--- src/rtl/uart_pkg.sv ---
// Shared UART types and bit-timing helper.
// Latency: none (types and constant functions only).
// Backpressure: not applicable.
package uart_pkg;

  typedef enum logic [1:0] {
    ST_IDLE  = 2'd0,
    ST_START = 2'd1,
    ST_DATA  = 2'd2,
    ST_STOP  = 2'd3
  } uart_state_e;

  // Clocks per serial bit; integer division truncates toward zero.
  function automatic int unsigned clks_per_bit(input int unsigned clock_hz,
                                               input int unsigned baud);
    return clock_hz / baud;
  endfunction

endpackage

--- src/rtl/uart_if.sv ---
// Host-side and line-side signals of the UART core.
// Latency: none (wiring only).
// Backpressure: none; we/re are single-cycle strobes, ready flags a held byte.
interface uart_if;
  logic       we;
  logic       re;
  logic [7:0] wdata;
  logic [7:0] rdata;
  logic       ready;
  logic       tx;
  logic       rx;

  modport master (output we, re, wdata, rx, input rdata, ready, tx);
  modport slave  (input we, re, wdata, rx, output rdata, ready, tx);
endinterface

--- src/rtl/uart_rx.sv ---
// 8N1 receiver: 2-flop synchronizer, centre-sampling FSM, shift and hold register.
// Latency: ready rises about 2 clocks after the stop-bit centre.
// Backpressure: none; a new byte overwrites the held one, and set beats re.
module uart_rx
  import uart_pkg::*;
#(
  parameter int unsigned CLKS_PER_BIT = 434
) (
  input  logic       clk,
  input  logic       reset,
  input  logic       rx,
  input  logic       re,
  output logic [7:0] rx_reg,
  output logic       ready
);
  localparam int unsigned CW = $clog2(CLKS_PER_BIT + 1);
  localparam logic [CW-1:0] BIT_END  = CW'(CLKS_PER_BIT - 1);
  localparam logic [CW-1:0] HALF_END = CW'(CLKS_PER_BIT / 2 - 1);

  logic [1:0]    sync;
  logic          rx_s;
  uart_state_e   state, state_nx;
  logic [CW-1:0] cnt;
  logic [2:0]    bit_idx;
  logic [7:0]    shreg;
  logic          half_hit, bit_hit;
  logic          cnt_clr, shift_en, byte_done;

  assign rx_s     = sync[1];
  assign half_hit = (cnt == HALF_END);
  assign bit_hit  = (cnt == BIT_END);

  // Bring the asynchronous line into the clk domain; idles high.
  always_ff @(posedge clk) begin
    if (!reset) sync <= 2'b11;
    else        sync <= {sync[0], rx};
  end

  // State register.
  always_ff @(posedge clk) begin
    if (!reset) state <= ST_IDLE;
    else        state <= state_nx;
  end

  // Next state: start edge, half-bit glitch check, 8 data bits, stop bit.
  always_comb begin
    state_nx = state;
    unique case (state)
      ST_IDLE:  if (!rx_s) state_nx = ST_START;
      ST_START: if (half_hit) state_nx = rx_s ? ST_IDLE : ST_DATA;
      ST_DATA:  if (bit_hit && (bit_idx == 3'd7)) state_nx = ST_STOP;
      ST_STOP:  if (bit_hit) state_nx = ST_IDLE;
      default:  state_nx = ST_IDLE;
    endcase
  end

  // Datapath controls decoded from the current state.
  always_comb begin
    cnt_clr   = (state == ST_IDLE) || (state == ST_START && half_hit) || bit_hit;
    shift_en  = (state == ST_DATA) && bit_hit;
    byte_done = (state == ST_STOP) && bit_hit && rx_s;
  end

  // Bit timer and LSB-first shift register.
  always_ff @(posedge clk) begin
    if (!reset) begin
      cnt     <= '0;
      bit_idx <= '0;
      shreg   <= '0;
    end else begin
      cnt <= cnt_clr ? '0 : cnt + 1'b1;
      if (state == ST_IDLE) bit_idx <= '0;
      else if (shift_en)    bit_idx <= bit_idx + 1'b1;
      if (shift_en) shreg <= {rx_s, shreg[7:1]};
    end
  end

  // Hold register: a good stop bit loads and flags, re clears, load wins.
  always_ff @(posedge clk) begin
    if (!reset) begin
      rx_reg <= '0;
      ready  <= 1'b0;
    end else if (byte_done) begin
      rx_reg <= shreg;
      ready  <= 1'b1;
    end else if (re) begin
      ready  <= 1'b0;
    end
  end

endmodule

--- src/rtl/uart_core.sv ---
// 8N1 UART: inline transmitter plus uart_rx receiver, fully independent.
// Latency: tx start bit begins the clock after we; frame is 10 bit times.
// Backpressure: we while a frame is in flight is dropped; no RX overrun flag.
module uart_core
  import uart_pkg::*;
#(
  parameter int unsigned CLOCK_HZ = 50_000_000,
  parameter int unsigned BAUD     = 115_200
) (
  input logic  clk,
  input logic  reset,
  uart_if.slave bus
);
  localparam int unsigned CPB = clks_per_bit(CLOCK_HZ, BAUD);
  localparam int unsigned CW  = $clog2(CPB + 1);
  localparam logic [CW-1:0] BIT_END = CW'(CPB - 1);

  uart_state_e   tx_state, tx_state_nx;
  logic [CW-1:0] tx_cnt;
  logic [2:0]    tx_idx;
  logic [7:0]    tx_shreg;
  logic          tx_bit_hit, tx_cnt_clr, tx_shift, tx_load;
  logic [7:0]    rx_reg;
  logic          rx_ready;

  assign tx_bit_hit = (tx_cnt == BIT_END);

  // TX state register.
  always_ff @(posedge clk) begin
    if (!reset) tx_state <= ST_IDLE;
    else        tx_state <= tx_state_nx;
  end

  // TX next state: each phase lasts whole bit times.
  always_comb begin
    tx_state_nx = tx_state;
    unique case (tx_state)
      ST_IDLE:  if (bus.we) tx_state_nx = ST_START;
      ST_START: if (tx_bit_hit) tx_state_nx = ST_DATA;
      ST_DATA:  if (tx_bit_hit && (tx_idx == 3'd7)) tx_state_nx = ST_STOP;
      ST_STOP:  if (tx_bit_hit) tx_state_nx = ST_IDLE;
      default:  tx_state_nx = ST_IDLE;
    endcase
  end

  // TX outputs: line level and datapath controls.
  always_comb begin
    tx_cnt_clr = (tx_state == ST_IDLE) || tx_bit_hit;
    tx_shift   = (tx_state == ST_DATA) && tx_bit_hit;
    tx_load    = (tx_state == ST_IDLE) && bus.we;
    unique case (tx_state)
      ST_START: bus.tx = 1'b0;
      ST_DATA:  bus.tx = tx_shreg[0];
      default:  bus.tx = 1'b1;
    endcase
  end

  // TX bit timer and shift register; wdata only captured when idle.
  always_ff @(posedge clk) begin
    if (!reset) begin
      tx_cnt   <= '0;
      tx_idx   <= '0;
      tx_shreg <= '0;
    end else begin
      tx_cnt <= tx_cnt_clr ? '0 : tx_cnt + 1'b1;
      if (tx_load) begin
        tx_shreg <= bus.wdata;
        tx_idx   <= '0;
      end else if (tx_shift) begin
        tx_shreg <= {1'b0, tx_shreg[7:1]};
        tx_idx   <= tx_idx + 1'b1;
      end
    end
  end

  uart_rx #(.CLKS_PER_BIT(CPB)) u_rx (
    .clk    (clk),
    .reset  (reset),
    .rx     (bus.rx),
    .re     (bus.re),
    .rx_reg (rx_reg),
    .ready  (rx_ready)
  );

  assign bus.ready = rx_ready;
  assign bus.rdata = rx_ready ? rx_reg : 8'h00;

endmodule

--- src/flat_wrapper.sv ---
// flat-port wrapper written by rule: the top's interface ports become plain ports
module uart_core_flat import uart_pkg::*;
#(
  parameter int unsigned CLOCK_HZ = 50_000_000,
  parameter int unsigned BAUD     = 115_200
)
  (clk, reset, bus_we, bus_re, bus_wdata, bus_rx, bus_rdata, bus_ready, bus_tx);
  uart_if bus_i ();
  input logic clk;
  input logic reset;
  input wire logic [$bits(bus_i.we)-1:0] bus_we;
  input wire logic [$bits(bus_i.re)-1:0] bus_re;
  input wire logic [$bits(bus_i.wdata)-1:0] bus_wdata;
  input wire logic [$bits(bus_i.rx)-1:0] bus_rx;
  output wire logic [$bits(bus_i.rdata)-1:0] bus_rdata;
  output wire logic [$bits(bus_i.ready)-1:0] bus_ready;
  output wire logic [$bits(bus_i.tx)-1:0] bus_tx;
  assign bus_i.we = bus_we;
  assign bus_i.re = bus_re;
  assign bus_i.wdata = bus_wdata;
  assign bus_i.rx = bus_rx;
  assign bus_rdata = bus_i.rdata;
  assign bus_ready = bus_i.ready;
  assign bus_tx = bus_i.tx;
  uart_core #(.CLOCK_HZ(CLOCK_HZ), .BAUD(BAUD)) u_core (.clk(clk), .reset(reset), .bus(bus_i));
endmodule
--- config.mk ---
export PLATFORM = sky130hd
export DESIGN_NAME = uart_core_flat
export DESIGN_NICKNAME = d
export VERILOG_FILES = /design/src/rtl/uart_pkg.sv /design/src/rtl/uart_if.sv /design/src/rtl/uart_rx.sv /design/src/rtl/uart_core.sv /design/src/flat_wrapper.sv
export SDC_FILE = /design/constraint.sdc
export NUM_CORES = 1
export LEC_CHECK = 0
export BUFFER_PORTS_ARGS = -buffer_cell sky130_fd_sc_hd__clkbuf_2
export CELL_PAD_IN_SITES_DETAIL_PLACEMENT = 1
export CELL_PAD_IN_SITES_GLOBAL_PLACEMENT = 2
export CORE_MARGIN = 1
export CORE_UTILIZATION = 33
export DETAILED_ROUTE_END_ITERATION = 8
export GPL_TIMING_DRIVEN = 0
export PLACE_DENSITY = 0.83
export SLEW_MARGIN = 30
export SYNTH_ARGS = -nofsm -noshare
export SYNTH_HDL_FRONTEND = slang
export SYNTH_SLANG_ARGS = --single-unit
export TNS_END_PERCENT = 10
--- constraint.sdc ---
create_clock -name clk -period 1.7 [get_ports clk]
set_input_delay 0.34 -clock clk [delete_from_list [all_inputs] [get_ports clk]]
set_output_delay 0.34 -clock clk [all_outputs]
set_load 0.05 [all_outputs]
==> flow_summary.yaml, run 1 <==
power_and_ir_drop:
  cellPowerDensity_mw_per_mm2: 1030
  ir_worst_vdd_v: 0.000374
  seqPwrFrac: 0.484
  switchingPower_mw: 0.876
  combinationalPowerShare: 0.216
  p_total_mw: 3.04
  clkPwrFrac: 0.300
  swShare: 0.288
  p_leak_nw: 1.24
  internal_power_mw: 2.16
global_route:
  grt_max_degree: 18
  globalRoute.totalOverflow: 0
  grt_util_all_layers: 0.132
  grt_pass1_vias: 1779
  grt_pass1_wl_microns: 8020
  antenna_found_initial: 0
route:
  wl_per_cell_microns: 12.4
  drt_pass1_iterations: 4
  wirelength_microns: 4780
  drcViolationCount: 0
  drtIter0Drc: 31
  vias: 1803
  postRouteAntennaNets: 0
  viasPerCell: 4.66
sta:
  report.final.setup_viol: 0
  hold_viol_final: 0
  tightest_slew_ns: 0.511
  relSlewSlack: 0.656
  finalCriticalPeriod_ns: 1.67
  fin_crit_sh: 0.981
  fmax_ghz: 0.600
  grt_setup_unrepaired: "true"
  slew_viol_final: 0
  fin_ws_ns: 0.0323
  fin_skew_ns: 0.00948
synth:
  yosysUniqueCellTypes: 35
  synth_commonest_cells: "dfxtp_1, nor2_1, mux2i_1"
  synthArstFlopShare: 0
  synth_area_leader_cell: "dfxtp_1"
  synthTopCellsByArea: "dfxtp_1, mux2i_1, ha_1, nor2_1, xor2_1"
  synth.yosys.warnings: 0
  synth_most_common_cell: "dfxtp_1"
  yosysTopAreaCellShare: 0.450
  syn_avg_cell_area_sq_um: 9.66
  syn_inst: 253
  yosysSeqAreaShare: 0.450
  syn-cell-area_sq_mm: 0.00244
  synth_flop_cell: "dfxtp_1"
  synth_fp_nets: 280
  synth_edf_count: 0
  synth_seq_cells: 55
floorplanning:
  ios: 23
  core_area_sq_mm: 0.00721
  die_area_sq_mm: 0.00776
  num_rows: 31
  initial_core_util: 0.339
  die_width_microns: 88.1
  die_h_microns: 88.1
final_layout:
  num-nets-final: 314
  drive_above_1_share: 0.194
  post-route-util: 0.407
  n_antenna_cell: 0
  largestRegisters: "u_core.tx_cnt x9, u_core.u_rx.cnt x9"
  fin_cells: 387
  area_growth_pct: 20.2
  fillCellCount: 846
setup_path:
  cp-end-kind: "output pin"
  worst_path_max_delay_cell: "dfxtp_4"
  max_stage_delay_ns: 0.38
  startpoint_type: "register"
  crit_chain: "inv_4 > ha_4 > mux2i_4 > buf_8"
  cp_max_fo: 4
  crit_arrival_ns: 1.33
  worstSetupPathType: "register to output pin"
  critPathRequiredTime_ns: 1.36
status:
  status: "finished, final reports clean"
hold_path:
  min_path_type: "primary input to register"
place:
  dp_slack_ns: -0.0553
  port_buffers: 21
  dpl.hpwl_microns: 3420
  dp.cells: 373
  place_congestion: 0.710
clocking:
  cts_root_buf: "clkbuf_8"
  cts_made_buffers: 5
  clkSinkCount: 55
  worstSkewPairLatency_ns: 0.31
  tritoncts: "built"
  clock_path_buffers: 2
  clk_pin_slew_ns: 0.10
  hold_buffers: 0
  htree_levels: 2
run:
  cap_violations: 0
## worst max-delay path, delay by kind of cell (launching register included)
kind	cells	cell delay (ns)
flops	1	0.38
buf+inv	2	0.24
fa+ha+maj	1	0.15
mux	1	0.26
## per-layer routing
layer | up-vias | wire, microns | GRT usage
met5 | - | 0 | 0
met4 | 0 | 54 | 0.0352
met3 | 6 | 142 | 0.0339
met2 | 22 | 2290 | 0.231
met1 | 843 | 2290 | 0.161
li1 | 932 | - | -
## path summary, 6_finish.rpt
check	end	start	cells after the start	slack, ns
max	bus_tx	u_core.tx_state[0]	4	0.03
min	u_core.u_rx.sync[0]	bus_rx	2	0.21
max reg2reg	u_core.u_rx.bit_idx[1]	u_core.u_rx.cnt[1]	7	0.07
min reg2reg	u_core.u_rx.sync[1]	u_core.u_rx.sync[0]	1	0.42
## logic make-up after synthesis
group / synth area share
AND/OR/NAND/NOR: 0.203
flip-flops: 0.450
multiplexers: 0.119
AO/OA/AOI/OAI: 0.0650
XOR/XNOR: 0.0573
buffers and inverters: 0.0343
adder cells (fa/ha/maj): 0.0716
## placed cells by master (no fill, tap or decap), drive strengths merged, types with 5 or more instances in the layout
cell and count:
dfxtp 55, nor2 44, clkbuf 30, mux2i 29
ha 14, and2 11, a21oi 11, xor2 10
o21ai 10, buf 10, nand3 9, inv 9
nand2 8, xnor2 6, nand4 5, nand2b 5
## what timing repair did
item,4_1_cts,5_1_grt
gates resized for setup,12,12
pin swaps,1,0
gates cloned,0,1
setup endpoints to repair,12,25
buffers inserted,2,4
## power by group through the flow
stage | Clock (mW) | Sequential (mW) | Combinational (mW)
after floorplan | 0 | 1.46 | 0.412
after global placement | 0 | 1.48 | 0.531
after detailed placement | 0 | 1.48 | 0.546
after CTS | 0.955 | 1.46 | 0.653
after global routing | 1.01 | 1.49 | 0.732
final | 0.912 | 1.47 | 0.657
## per-stage QoR
stage,setup TNS [ns],hold WS [ns],area [sq um]
5_1_grt,-0.103,0.211,2940
4_1_cts,-0.0140,0.202,2850
2_1_floorplan,0,0.386,2450
3_5_place_dp,-0.295,0.399,2680
6_report,0,0.212,2940
3_3_place_gp,0,0.391,2680
## layout make-up
class | count | area (sq um) | share of cell area
buffer | 6 | 46.3 | 0.0158
clock buffer | 6 | 82.6 | 0.0281
clock inverter | 2 | 38.8 | 0.0132
inverter | 9 | 38.8 | 0.0132
multi-input combinational | 182 | 1310 | 0.445
sequential | 55 | 1120 | 0.380
tap | 99 | 124 | 0.0421
timing repair buffer | 28 | 185 | 0.0630
Power figures use the tool's default switching activity.
==> run 2: changes to the inputs <==
--- a/config.mk
+++ b/config.mk
@@ -9,10 +9,10 @@
 export CELL_PAD_IN_SITES_DETAIL_PLACEMENT = 1
 export CELL_PAD_IN_SITES_GLOBAL_PLACEMENT = 2
 export CORE_MARGIN = 1
-export CORE_UTILIZATION = 33
+export CORE_UTILIZATION = 37
 export DETAILED_ROUTE_END_ITERATION = 8
 export GPL_TIMING_DRIVEN = 0
-export PLACE_DENSITY = 0.83
+export PLACE_DENSITY = 0.87
 export SLEW_MARGIN = 30
 export SYNTH_ARGS = -nofsm -noshare
 export SYNTH_HDL_FRONTEND = slang
==> constraint.sdc (replaced) <==
create_clock -name clk -period 1.6 [get_ports clk]
set_input_delay 0.32 -clock clk [delete_from_list [all_inputs] [get_ports clk]]
set_output_delay 0.32 -clock clk [all_outputs]
set_load 0.05 [all_outputs]
==> run 2 against run 1 <==
  * The run now ends with setup timing left
  * Die area is 11% lower
  * Non-clock buffer count is 2 lower
  * Critical endpoint unchanged
  * Sequential power is 6% higher
  * Final area is 2.1% lower
==> flow_summary.yaml, run 2 (same netlist as run 1, synthesis figures left out) <==
setup_path:
  reg2reg_to: "u_core.u_rx.bit_idx[1]"
  r2r_slack_ns: 0.01
  startpoint_type: "register"
  critPathRequiredTime_ns: 1.28
  r2r-start: "u_core.u_rx.cnt[1]"
  cp-end-kind: "output pin"
  ff2ff_path_depth: 7
  worst_path_max_delay_cell: "dfxtp_2"
  cp_max_fo: 4
  crit_chain: "inv_4 > ha_4 > mux2i_2 > clkbuf_8"
  worstSetupPathType: "register to output pin"
  crit_start: "u_core.tx_state[0]"
  max_stage_delay_ns: 0.36
  crit_end: "bus_tx"
  crit_arrival_ns: 1.31
power_and_ir_drop:
  p_leak_nw: 1.22
  p_total_mw: 2.99
  cellPowerDensity_mw_per_mm2: 1040
  ir_worst_vdd_v: 0.000529
place:
  place_congestion: 0.765
  placed_cell_area_sq_mm: 0.00265
  dp_slack_ns: -0.156
  port_buffers: 21
  dpl.hpwl_microns: 3250
global_route:
  grt_util_all_layers: 0.145
  antenna_found_initial: 0
  grt_max_degree: 17
  grt_pass1_vias: 1804
  globalRoute.totalOverflow: 0
  grt_pass1_wl_microns: 8310
final_layout:
  design_area_sq_mm: 0.00288
  ff_latch_area_sq_mm: 0.00111
  final_common_cell: "dfxtp_1"
  multiInputGateArea_sq_mm: 0.00130
  drive_above_1_share: 0.189
  final_cell_mix: "dfxtp_1, nor2_1, mux2i_1, clkbuf_2"
  largestRegisters: "u_core.tx_cnt x9, u_core.u_rx.cnt x9"
  num-nets-final: 312
  area_growth_pct: 17.7
  post-route-util: 0.453
  n_antenna_cell: 0
  fillCellCount: 726
sta:
  tightest_slew_ns: 0.477
  finalCriticalPeriod_ns: 1.63
  fin_ws_ns: -0.0259
  fin_skew_ns: 0.00682
  grt_setup_unrepaired: "true"
  holdWs_ns: 0.194
  fin_crit_sh: 1.02
  report.final.setup_viol: 1
  relSlewSlack: 0.679
  slew_viol_final: 0
  hold_viol_final: 0
  fmax_ghz: 0.615
route:
  postRouteAntennaNets: 0
  vias: 1800
  viasPerCell: 4.96
  wl_per_cell_microns: 12.8
  wirelength_microns: 4630
  drt_pass1_iterations: 4
  drtIter0Drc: 21
  drcViolationCount: 0
run:
  cap_violations: 0
floorplanning:
  initial_core_util: 0.385
  core_area_sq_mm: 0.00635
  ios: 23
  die_area_sq_mm: 0.00694
  num_rows: 29
  die_h_microns: 83.3
  die_width_microns: 83.3
clocking:
  clk_pin_slew_ns: 0.10
  clock_path_buffers: 2
  htree_levels: 2
  cts_made_buffers: 5
  clkSinkCount: 55
  worstSkewPairLatency_ns: 0.30
  hold_buffers: 0
  tritoncts: "built"
  cts_root_buf: "clkbuf_8"
hold_path:
  min_path_type: "primary input to register"
  min_from: "bus_rx"
  holdPathStages: 2
status:
  violations: "setup timing"
  status: "finished with violations"
run 2: changes by cell type in the layout (fill, tap and decap cells not counted), sizes merged:
| cell | before | now |
|---|---|---|
| bufinv | 1 | 0 |
| buf | 10 | 8 |
| inv | 9 | 8 |
| clkbuf | 30 | 32 |
run 2: timing repair:
action	in CTS	in global routing
gates cloned	1	0
gates resized for setup	16	10
endpoints found under the setup margin	25	51
setup buffers	3	1
pin swaps	0	2
hold endpoints to repair	0	0
run 2: layout make-up:
class                      instances  area share
clock buffer                       8      0.0348
sequential                        55       0.387
inverter                           9      0.0135
tap                               77      0.0335
buffer                             6      0.0187
multi-input combinational        182       0.453
timing repair buffer              26      0.0596
run 2: per-layer routing:
layer	part of all wire	global-route usage	vias up	routed length (microns)
met4	0.013	0.0423	0	58
met3	0.027	0.0298	6	124
met1	0.49	0.185	845	2250
met2	0.47	0.247	21	2190
li1	-	-	928	-
met5	0	0	-	0
run 2: how the worst min path moves through the flow:
| stage | endpoint | slack (ns) |
|---|---|---|
| finish | u_core.u_rx.sync[0] | 0.19 |
| detailed placement | u_core.u_rx.sync[1] | 0.40 |
| global route | u_core.u_rx.sync[0] | 0.21 |
| global placement | u_core.u_rx.sync[1] | 0.39 |
| CTS | u_core.u_rx.sync[0] | 0.19 |
| floorplan | u_core.u_rx.sync[1] | 0.39 |
run 2: power breakdown:
part           switching [mW]  internal, mW
combinational           0.357         0.249
sequential             0.0856          1.48
clock                   0.429         0.396
run 2: worst max-delay path, delay by kind of cell, from the launching register on:
family,cells,cell delay (ns)
DFF,1,0.36
buffers and inverters,2,0.29
muxes,1,0.21
adders and majority gates,1,0.15
run 2: stage by stage:
stage,instances,TNS (ns)
6_report,363,-0.0259
4_1_cts,362,-0.154
2_1_floorplan,253,0
5_1_grt,363,-1.09
3_5_place_dp,351,-1.73
3_3_place_gp,351,-1.12
